===== config.mk =====
export PLATFORM = sky130hd
export DESIGN_NAME = ace_ccu_snoop_collector
export DESIGN_NICKNAME = d
export VERILOG_FILES = /design/src/rtl/ace_pkg.sv /design/src/rtl/ace_ccu_cr_merge.sv /design/src/rtl/stream_fifo_optimal_wrap.sv /design/src/rtl/ace_ccu_snoop_collector.sv
export SDC_FILE = /design/constraint.sdc
export NUM_CORES = 1
export LEC_CHECK = 0
export ABC_AREA = 1
export CAP_MARGIN = 0
export CORE_ASPECT_RATIO = 0.6
export CORE_UTILIZATION = 33
export CTS_CLUSTER_DIAMETER = 200
export DETAILED_ROUTE_END_ITERATION = 6
export GPL_TIMING_DRIVEN = 0
export HOLD_SLACK_MARGIN = 0.06
export PLACE_DENSITY = 0.79
export SYNTH_ARGS = -nofsm -noshare
export SYNTH_HDL_FRONTEND = slang
export SYNTH_HIERARCHICAL = 1
export SYNTH_SLANG_ARGS = --single-unit

===== constraint.sdc =====
create_clock -name clk_i -period 1.9 [get_ports clk_i]
set_input_delay 0.285 -clock clk_i [delete_from_list [all_inputs] [get_ports clk_i]]
set_output_delay 0.285 -clock clk_i [all_outputs]
set_load 0.05 [all_outputs]

===== src/rtl/ace_pkg.sv =====
// Shared definitions for the ACE CCU snoop collector: CRRESP bit layout
// and the head-transaction FSM states.
package ace_pkg;

  localparam int unsigned CrRespW = 5;

  // CRRESP bit positions
  localparam int unsigned CR_DATA_TRANSFER = 0;
  localparam int unsigned CR_ERROR         = 1;
  localparam int unsigned CR_PASS_DIRTY    = 2;
  localparam int unsigned CR_IS_SHARED     = 3;
  localparam int unsigned CR_WAS_UNIQUE    = 4;

  typedef enum logic [1:0] {
    ST_IDLE    = 2'd0,
    ST_COLLECT = 2'd1,
    ST_RESP    = 2'd2,
    ST_DATA    = 2'd3
  } ccu_state_e;

endpackage


===== src/rtl/ace_ccu_cr_merge.sv =====
// Combinational merge of collected snoop responses: OR of all bits, with
// Error added when more than one cache passes dirty data.
module ace_ccu_cr_merge
  import ace_pkg::*;
#(
  parameter int unsigned NumOup = 2
) (
  input  logic [NumOup*CrRespW-1:0] resps_i,
  input  logic [NumOup-1:0]         mask_i,
  output logic [CrRespW-1:0]        resp_o
);
  logic dirty_seen, dirty_multi;

  // OR-reduce masked responses and detect multiple PassDirty
  always_comb begin
    resp_o      = '0;
    dirty_seen  = 1'b0;
    dirty_multi = 1'b0;
    for (int i = 0; i < NumOup; i++) begin
      if (mask_i[i]) begin
        resp_o = resp_o | resps_i[i*CrRespW +: CrRespW];
        if (resps_i[i*CrRespW + CR_PASS_DIRTY]) begin
          dirty_multi = dirty_multi | dirty_seen;
          dirty_seen  = 1'b1;
        end
      end
    end
    if (dirty_multi) resp_o[CR_ERROR] = 1'b1;
  end
endmodule


===== src/rtl/stream_fifo_optimal_wrap.sv =====
// Ready/valid FIFO holding in-flight snoop control entries.
module stream_fifo_optimal_wrap #(
  parameter int unsigned Depth = 4,
  parameter int unsigned Width = 8
) (
  input  logic             clk_i,
  input  logic             rst_ni,
  input  logic             valid_i,
  output logic             ready_o,
  input  logic [Width-1:0] data_i,
  output logic             valid_o,
  input  logic             ready_i,
  output logic [Width-1:0] data_o
);
  localparam int unsigned PtrW = (Depth > 1) ? $clog2(Depth) : 1;
  localparam int unsigned CntW = $clog2(Depth + 1);

  logic [Width-1:0] mem_q [Depth];
  logic [PtrW-1:0]  wptr_q, wptr_d, rptr_q, rptr_d;
  logic [CntW-1:0]  cnt_q, cnt_d;
  logic             push, pop;

  assign ready_o = (cnt_q != CntW'(Depth));
  assign valid_o = (cnt_q != '0);
  assign data_o  = mem_q[rptr_q];
  assign push    = valid_i & ready_o;
  assign pop     = valid_o & ready_i;

  // Next pointer and occupancy
  always_comb begin
    // NOTE: every signal gets a default first so no path leaves it unassigned (no latch).
    wptr_d = wptr_q;
    rptr_d = rptr_q;
    cnt_d  = cnt_q;
    if (push) wptr_d = (wptr_q == PtrW'(Depth - 1)) ? '0 : wptr_q + 1'b1;
    if (pop)  rptr_d = (rptr_q == PtrW'(Depth - 1)) ? '0 : rptr_q + 1'b1;
    if (push && !pop)      cnt_d = cnt_q + 1'b1;
    else if (!push && pop) cnt_d = cnt_q - 1'b1;
  end

  // Pointer and occupancy registers
  always_ff @(posedge clk_i or negedge rst_ni) begin
    // NOTE: sequential state uses non-blocking assignments so all flops update together.
    if (!rst_ni) begin
      wptr_q <= '0;
      rptr_q <= '0;
      cnt_q  <= '0;
    end else begin
      wptr_q <= wptr_d;
      rptr_q <= rptr_d;
      cnt_q  <= cnt_d;
    end
  end

  // Storage array
  // NOTE: storage is not reset; occupancy is, so stale entries are never visible.
  always_ff @(posedge clk_i) begin
    if (push) mem_q[wptr_q] <= data_i;
  end
endmodule


===== src/rtl/ace_ccu_snoop_collector.sv =====
// Collects snoop responses from the targeted caches, returns one merged CR
// and forwards the data of the lowest-index DataTransfer cache while
// draining any other data-bearing caches. Transactions complete in order.
module ace_ccu_snoop_collector
  import ace_pkg::*;
#(
  parameter int unsigned NumOup    = 2,
  parameter int unsigned MaxTrans  = 4,
  parameter int unsigned DataWidth = 64,
  parameter int unsigned IdxWidth  = 2
) (
  input  logic                        clk_i,
  input  logic                        rst_ni,
  input  logic                        ctrl_valid_i,
  output logic                        ctrl_ready_o,
  input  logic [NumOup-1:0]           ctrl_sel_i,
  input  logic [IdxWidth-1:0]         ctrl_idx_i,
  input  logic [NumOup-1:0]           cr_valids_i,
  output logic [NumOup-1:0]           cr_readies_o,
  input  logic [NumOup*CrRespW-1:0]   cr_resps_i,
  input  logic [NumOup-1:0]           cd_valids_i,
  output logic [NumOup-1:0]           cd_readies_o,
  input  logic [NumOup*DataWidth-1:0] cd_datas_i,
  input  logic [NumOup-1:0]           cd_lasts_i,
  output logic                        cr_valid_o,
  input  logic                        cr_ready_i,
  output logic [CrRespW-1:0]          cr_resp_o,
  output logic [IdxWidth-1:0]         cr_idx_o,
  output logic                        cd_valid_o,
  input  logic                        cd_ready_i,
  output logic [DataWidth-1:0]        cd_data_o,
  output logic                        cd_last_o,
  output logic [IdxWidth-1:0]         cd_idx_o,
  output logic                        busy_o
);
  localparam int unsigned OwnerW = (NumOup > 1) ? $clog2(NumOup) : 1;

  ccu_state_e                state_q, state_d;
  logic [NumOup-1:0]         sel_q, sel_d, coll_q, coll_d, pend_q, pend_d;
  logic [IdxWidth-1:0]       idx_q, idx_d;
  logic [NumOup*CrRespW-1:0] resps_q, resps_d;
  logic [CrRespW-1:0]        merged_q, merged_d, merge_out;
  logic [OwnerW-1:0]         owner_q, owner_d;
  logic [NumOup-1:0]         cr_rdy, cd_rdy, accept, dt_mask;
  logic                      fifo_ready, fifo_valid, fifo_pop;
  logic [NumOup-1:0]         head_sel;
  logic [IdxWidth-1:0]       head_idx;
  logic                      in_data, owner_valid;

  stream_fifo_optimal_wrap #(
    .Depth (MaxTrans),
    .Width (NumOup + IdxWidth)
  ) i_ctrl_fifo (
    .clk_i   (clk_i),
    .rst_ni  (rst_ni),
    .valid_i (ctrl_valid_i),
    .ready_o (fifo_ready),
    .data_i  ({ctrl_idx_i, ctrl_sel_i}),
    .valid_o (fifo_valid),
    .ready_i (fifo_pop),
    .data_o  ({head_idx, head_sel})
  );

  ace_ccu_cr_merge #(.NumOup(NumOup)) i_cr_merge (
    .resps_i (resps_d),
    .mask_i  (coll_d),
    .resp_o  (merge_out)
  );

  // Head-transaction FSM and per-port bookkeeping
  always_comb begin
    state_d  = state_q;
    sel_d    = sel_q;
    idx_d    = idx_q;
    coll_d   = coll_q;
    resps_d  = resps_q;
    merged_d = merged_q;
    pend_d   = pend_q;
    owner_d  = owner_q;
    fifo_pop = 1'b0;
    cr_rdy   = '0;
    cd_rdy   = '0;
    accept   = cr_valids_i & cr_rdy;
    for (int i = 0; i < NumOup; i++)
      dt_mask[i] = coll_q[i] & resps_q[i*CrRespW + CR_DATA_TRANSFER];
    unique case (state_q)
      ST_IDLE: begin
        if (fifo_valid) begin
          sel_d  = head_sel;
          idx_d  = head_idx;
          coll_d = '0;
          if (head_sel == '0) begin
            merged_d = '0;
            state_d  = ST_RESP;
          end else begin
            state_d  = ST_COLLECT;
          end
        end
      end
      ST_COLLECT: begin
        cr_rdy = sel_q & ~coll_q;
        accept = cr_valids_i & cr_rdy;
        for (int i = 0; i < NumOup; i++)
          if (accept[i]) resps_d[i*CrRespW +: CrRespW] = cr_resps_i[i*CrRespW +: CrRespW];
        coll_d = coll_q | accept;
        if (coll_d == sel_q) begin
          merged_d = merge_out;
          state_d  = ST_RESP;
        end
      end
      ST_RESP: begin
        if (cr_ready_i) begin
          if (merged_q[CR_DATA_TRANSFER]) begin
            pend_d = dt_mask;
            for (int i = NumOup - 1; i >= 0; i--)
              if (dt_mask[i]) owner_d = OwnerW'(i);
            state_d = ST_DATA;
          end else begin
            fifo_pop = 1'b1;
            state_d  = ST_IDLE;
          end
        end
      end
      ST_DATA: begin
        for (int i = 0; i < NumOup; i++) begin
          if (pend_q[i]) begin
            cd_rdy[i] = (OwnerW'(i) == owner_q) ? cd_ready_i : 1'b1;
            if (cd_valids_i[i] && cd_rdy[i] && cd_lasts_i[i]) pend_d[i] = 1'b0;
          end
        end
        if (pend_d == '0) begin
          fifo_pop = 1'b1;
          state_d  = ST_IDLE;
        end
      end
      default: state_d = ST_IDLE;
    endcase
  end

  // State registers
  always_ff @(posedge clk_i or negedge rst_ni) begin
    if (!rst_ni) begin
      state_q  <= ST_IDLE;
      sel_q    <= '0;
      idx_q    <= '0;
      coll_q   <= '0;
      resps_q  <= '0;
      merged_q <= '0;
      pend_q   <= '0;
      owner_q  <= '0;
    end else begin
      state_q  <= state_d;
      sel_q    <= sel_d;
      idx_q    <= idx_d;
      coll_q   <= coll_d;
      resps_q  <= resps_d;
      merged_q <= merged_d;
      pend_q   <= pend_d;
      owner_q  <= owner_d;
    end
  end

  assign in_data     = (state_q == ST_DATA);
  assign owner_valid = in_data & pend_q[owner_q] & cd_valids_i[owner_q];

  assign ctrl_ready_o = fifo_ready & rst_ni;
  assign cr_readies_o = cr_rdy;
  assign cd_readies_o = cd_rdy;
  assign cr_valid_o   = (state_q == ST_RESP);
  assign cr_resp_o    = cr_valid_o ? merged_q : '0;
  assign cr_idx_o     = cr_valid_o ? idx_q : '0;
  assign cd_valid_o   = owner_valid;
  assign cd_data_o    = in_data ? cd_datas_i[int'(owner_q)*DataWidth +: DataWidth] : '0;
  assign cd_last_o    = in_data & cd_lasts_i[owner_q];
  assign cd_idx_o     = in_data ? idx_q : '0;
  assign busy_o       = fifo_valid | (state_q != ST_IDLE);
endmodule


==> impl_metrics.tcl <==
set metrics [dict create \
    clock-root-buffer "clkbuf_16" \
    critPathMaxFanout 5 \
    core_area_um2 10000 \
    dp_hpwl_um 11700 \
    clock_sinks 49 \
    hold_viol_final 0 \
    crit_path_top_delay_cell "dfrtp_2" \
    vdd_drop_max_mv 0.974 \
    period_share 1.04 \
    cp.arrival_ns 2.16 \
    leakagePower_nw 3.04 \
    grt_max_degree 34 \
    worstSetupPathType "register to register" \
    cts_buffers 5 \
    min_period_ns 1.98 \
    violations "negative setup slack" \
    critPathTopFamily "simple AND/OR/NAND/NOR gates" \
    fp.dieArea_um2 10900 \
    n_fill_cell 886 \
    antenna_left 0 \
    status "finished, violations left" \
    area_growth_pct 87.4 \
    insertion_delay_ns 0.29 \
    tightest_slew_ns 0.495 \
    grt_use_total 0.249 \
    hp-class "input port to register" \
    critPathBufInv 2 \
    cp_cell_sequence "inv_4, nand2_4, nand2_4, nand2_4, nand2_4, o32ai_4, nand2_2, ha_4, inv_4, fa_2, nand2_2, nand3_2, nand2_1, nand2_1" \
    cts_max_path_buffers 2 \
    antenna_found_initial 0 \
    cp_data_required_time_ns 2.08 \
    placed_area_um2 6150 \
    crit_path_frequent_cell "nand2_4" \
    fin_skew_ns 0.00289 \
    cap_violations 0 \
    drtIter0Drc 288 \
    yosys_warnings 6 \
    startpoint "owner_q$_DFFE_PN0P_" \
    rsz0062_at_grt "yes" \
    cts_tree "built" \
    slowest_delay_ns 0.44 \
    num_vias 4435 \
    syn_area_per_cell_um2 6.57 \
    n_antenna_cell 0 \
    clock.fmax_mhz 506 \
    yosysUniqueCellTypes 31 \
    place_ws_ns -0.686 \
    rows 28 \
    multi_input_area_um2 2120 \
    wl_per_cell_um 15.9 \
    final_cell_mix "nand2_1 (234), clkdlybuf4s50_1 (145), buf_4 (75)" \
    layout_commonest_cell "nand2_1" \
    totalWireLength_um 14700 \
    io_pins 235 \
    seq_area_frac_synth 0.377 \
    routabilityCongestion 0.835 \
    drive_gt1_frac 0.271 \
    grt_pass1_vias 4081 \
    nets 945 \
    min_from "cr_valids_i[1]" \
    io_buffers 233 \
    die_h_um 81.3 \
    drt-pass1-iter-count 5 \
    path_clk_slew_ns 0.06 \
    power.total_mw 7.53 \
    htree_levels 2 \
    setup_viol 7 \
    maxSlewViolCount 0 \
    regArea_um2 1310 \
    synthesis.nets 687 \
    ys_ff_latch 49 \
    end_kind "register" \
    fin_area_um2 6490 \
    power_density_nw_per_um2 1160 \
    max-slew-margin-rel 0.671 \
    die_w_um 134 \
    synthesis.area_um2 3460 \
    synth_cells 527 \
    reg2reg_from "owner_q$_DFFE_PN0P_" \
    crit_path_start_kind "register" \
    setup_slack_ns -0.0782 \
    drc 0 \
    via_per_inst 4.82 \
    grt-ovfl-total 0 \
    grt_pass1_wl_um 21000 \
    whs_ns 0.346 \
    start_util 0.346 \
]
==> path summary, 6_finish.rpt <==
path / to / slack [ns] / cells after the start
worst min-delay path: resps_q[7]$_DFF_PN0_ / 0.35 / 3
worst min register to register: resps_q[7]$_DFF_PN0_ / 0.47 / 2
worst max register to register: i_ctrl_fifo/cnt_q[2]$_DFFE_PN0P_ / -0.08 / 14
min in group asynchronous: i_ctrl_fifo/cnt_q[2]$_DFFE_PN0P_ / 0.48 / 3
max in group asynchronous: owner_q$_DFFE_PN0P_ / 1.22 / 3
worst max-delay path: i_ctrl_fifo/cnt_q[2]$_DFFE_PN0P_ / -0.08 / 14
==> metal layers <==
layer  GRT usage  wire, µm  vias up
met5           0         0        -
met2       0.426      7240      176
li1            -         -     2191
met3      0.0343       823       19
met4      0.0640       215        0
met1       0.333      6380     2049
==> synthesized netlist by cell type <==
cell type | instances | area, µm²
o21ai_0 | 7 | 35.0
mux2_1 | 1 | 11.3
buf_8 | 1 | 15.0
a21oi_1 | 70 | 350
nor2_4 | 3 | 33.8
dfrtp_1 | 33 | 826
edfxtp_1 | 16 | 480
clkinv_1 | 2 | 7.51
o32ai_1 | 1 | 8.76
ha_1 | 6 | 75.1
xnor2_1 | 1 | 8.76
buf_2 | 11 | 55.1
inv_1 | 43 | 161
inv_2 | 6 | 22.5
a21boi_2 | 1 | 11.3
nand3_1 | 20 | 100
nand4_1 | 2 | 12.5
buf_6 | 1 | 11.3
nor3_4 | 1 | 16.3
nand2_2 | 4 | 25.0
a21oi_2 | 1 | 8.76
a31oi_1 | 1 | 6.26
o211ai_1 | 9 | 67.6
o21ai_1 | 2 | 10.0
buf_1 | 2 | 7.51
nand2_1 | 242 | 908
fa_1 | 1 | 20.0
nand3_2 | 2 | 20.0
nor2_1 | 26 | 97.6
nand2_4 | 1 | 11.3
clkbuf_1 | 10 | 37.5
==> power breakdown <==
group,internal (mW),leakage (nW),total [mW],switching [mW]
logic,1.67,2.40,4.77,3.10
clock network,0.616,0.0775,1.00,0.387
registers,1.48,0.560,1.75,0.273
==> per-stage QoR <==
step,cells,TNS (ns),util
4_1_cts,914,-0.432,0.632
5_1_grt,921,-2.78,0.647
3_5_place_dp,895,-35.55,0.614
3_3_place_gp,895,-40.26,0.614
2_1_floorplan,527,-0.188,-
6_report,921,-0.159,0.647
==> timing repair <==
item,4_1_cts,5_1_grt
gates resized for setup,485,49
buffers inserted,10,9
endpoints found under the hold margin,33,0
setup endpoints to repair,84,81
pin swaps,4,6
hold buffers,2,0
==> cell families after synthesis <==
kind of cell    share of synthesized area
compound gates                      0.144
xor+xnor                          0.00253
fa+ha+maj                          0.0275
buf+inv                            0.0918
flops                               0.377
mux                               0.00325
simple gates                        0.354
==> state kept, by name, indices dropped and copies added, names as in the netlist <==
register            flops
state_q                 2
owner_q                 1
i_ctrl_fifo/wptr_q      2
coll_q                  2
i_ctrl_fifo/rptr_q      2
merged_q                5
sel_q                   2
resps_q                10
i_ctrl_fifo/cnt_q       3
i_ctrl_fifo/mem_q      16
idx_q                   2
pend_q                  2
==> layout make-up <==
| class | count | area share |
|---|---|---|
| clock buffers | 5 | 0.0193 |
| clock inverters | 3 | 0.00636 |
| inverters | 51 | 0.0307 |
| flip-flops and latches | 49 | 0.202 |
| well taps | 135 | 0.0260 |
| multi-input cells | 402 | 0.327 |
| plain buffers | 22 | 0.0285 |
| repair buffers | 254 | 0.360 |
==> worst reg2reg max path: stages (launching register included) <==
cell and delay (ns):
dfrtp_2 0.44, inv_4 0.10, nand2_4 0.07, nand2_4 0.07, nand2_4 0.05, nand2_4 0.07, o32ai_4 0.08, nand2_2 0.14
ha_4 0.17, inv_4 0.04, fa_2 0.36, nand2_2 0.10, nand3_2 0.08, nand2_1 0.06, nand2_1 0.04
Note: power is estimated with default switching activity, not from simulation.
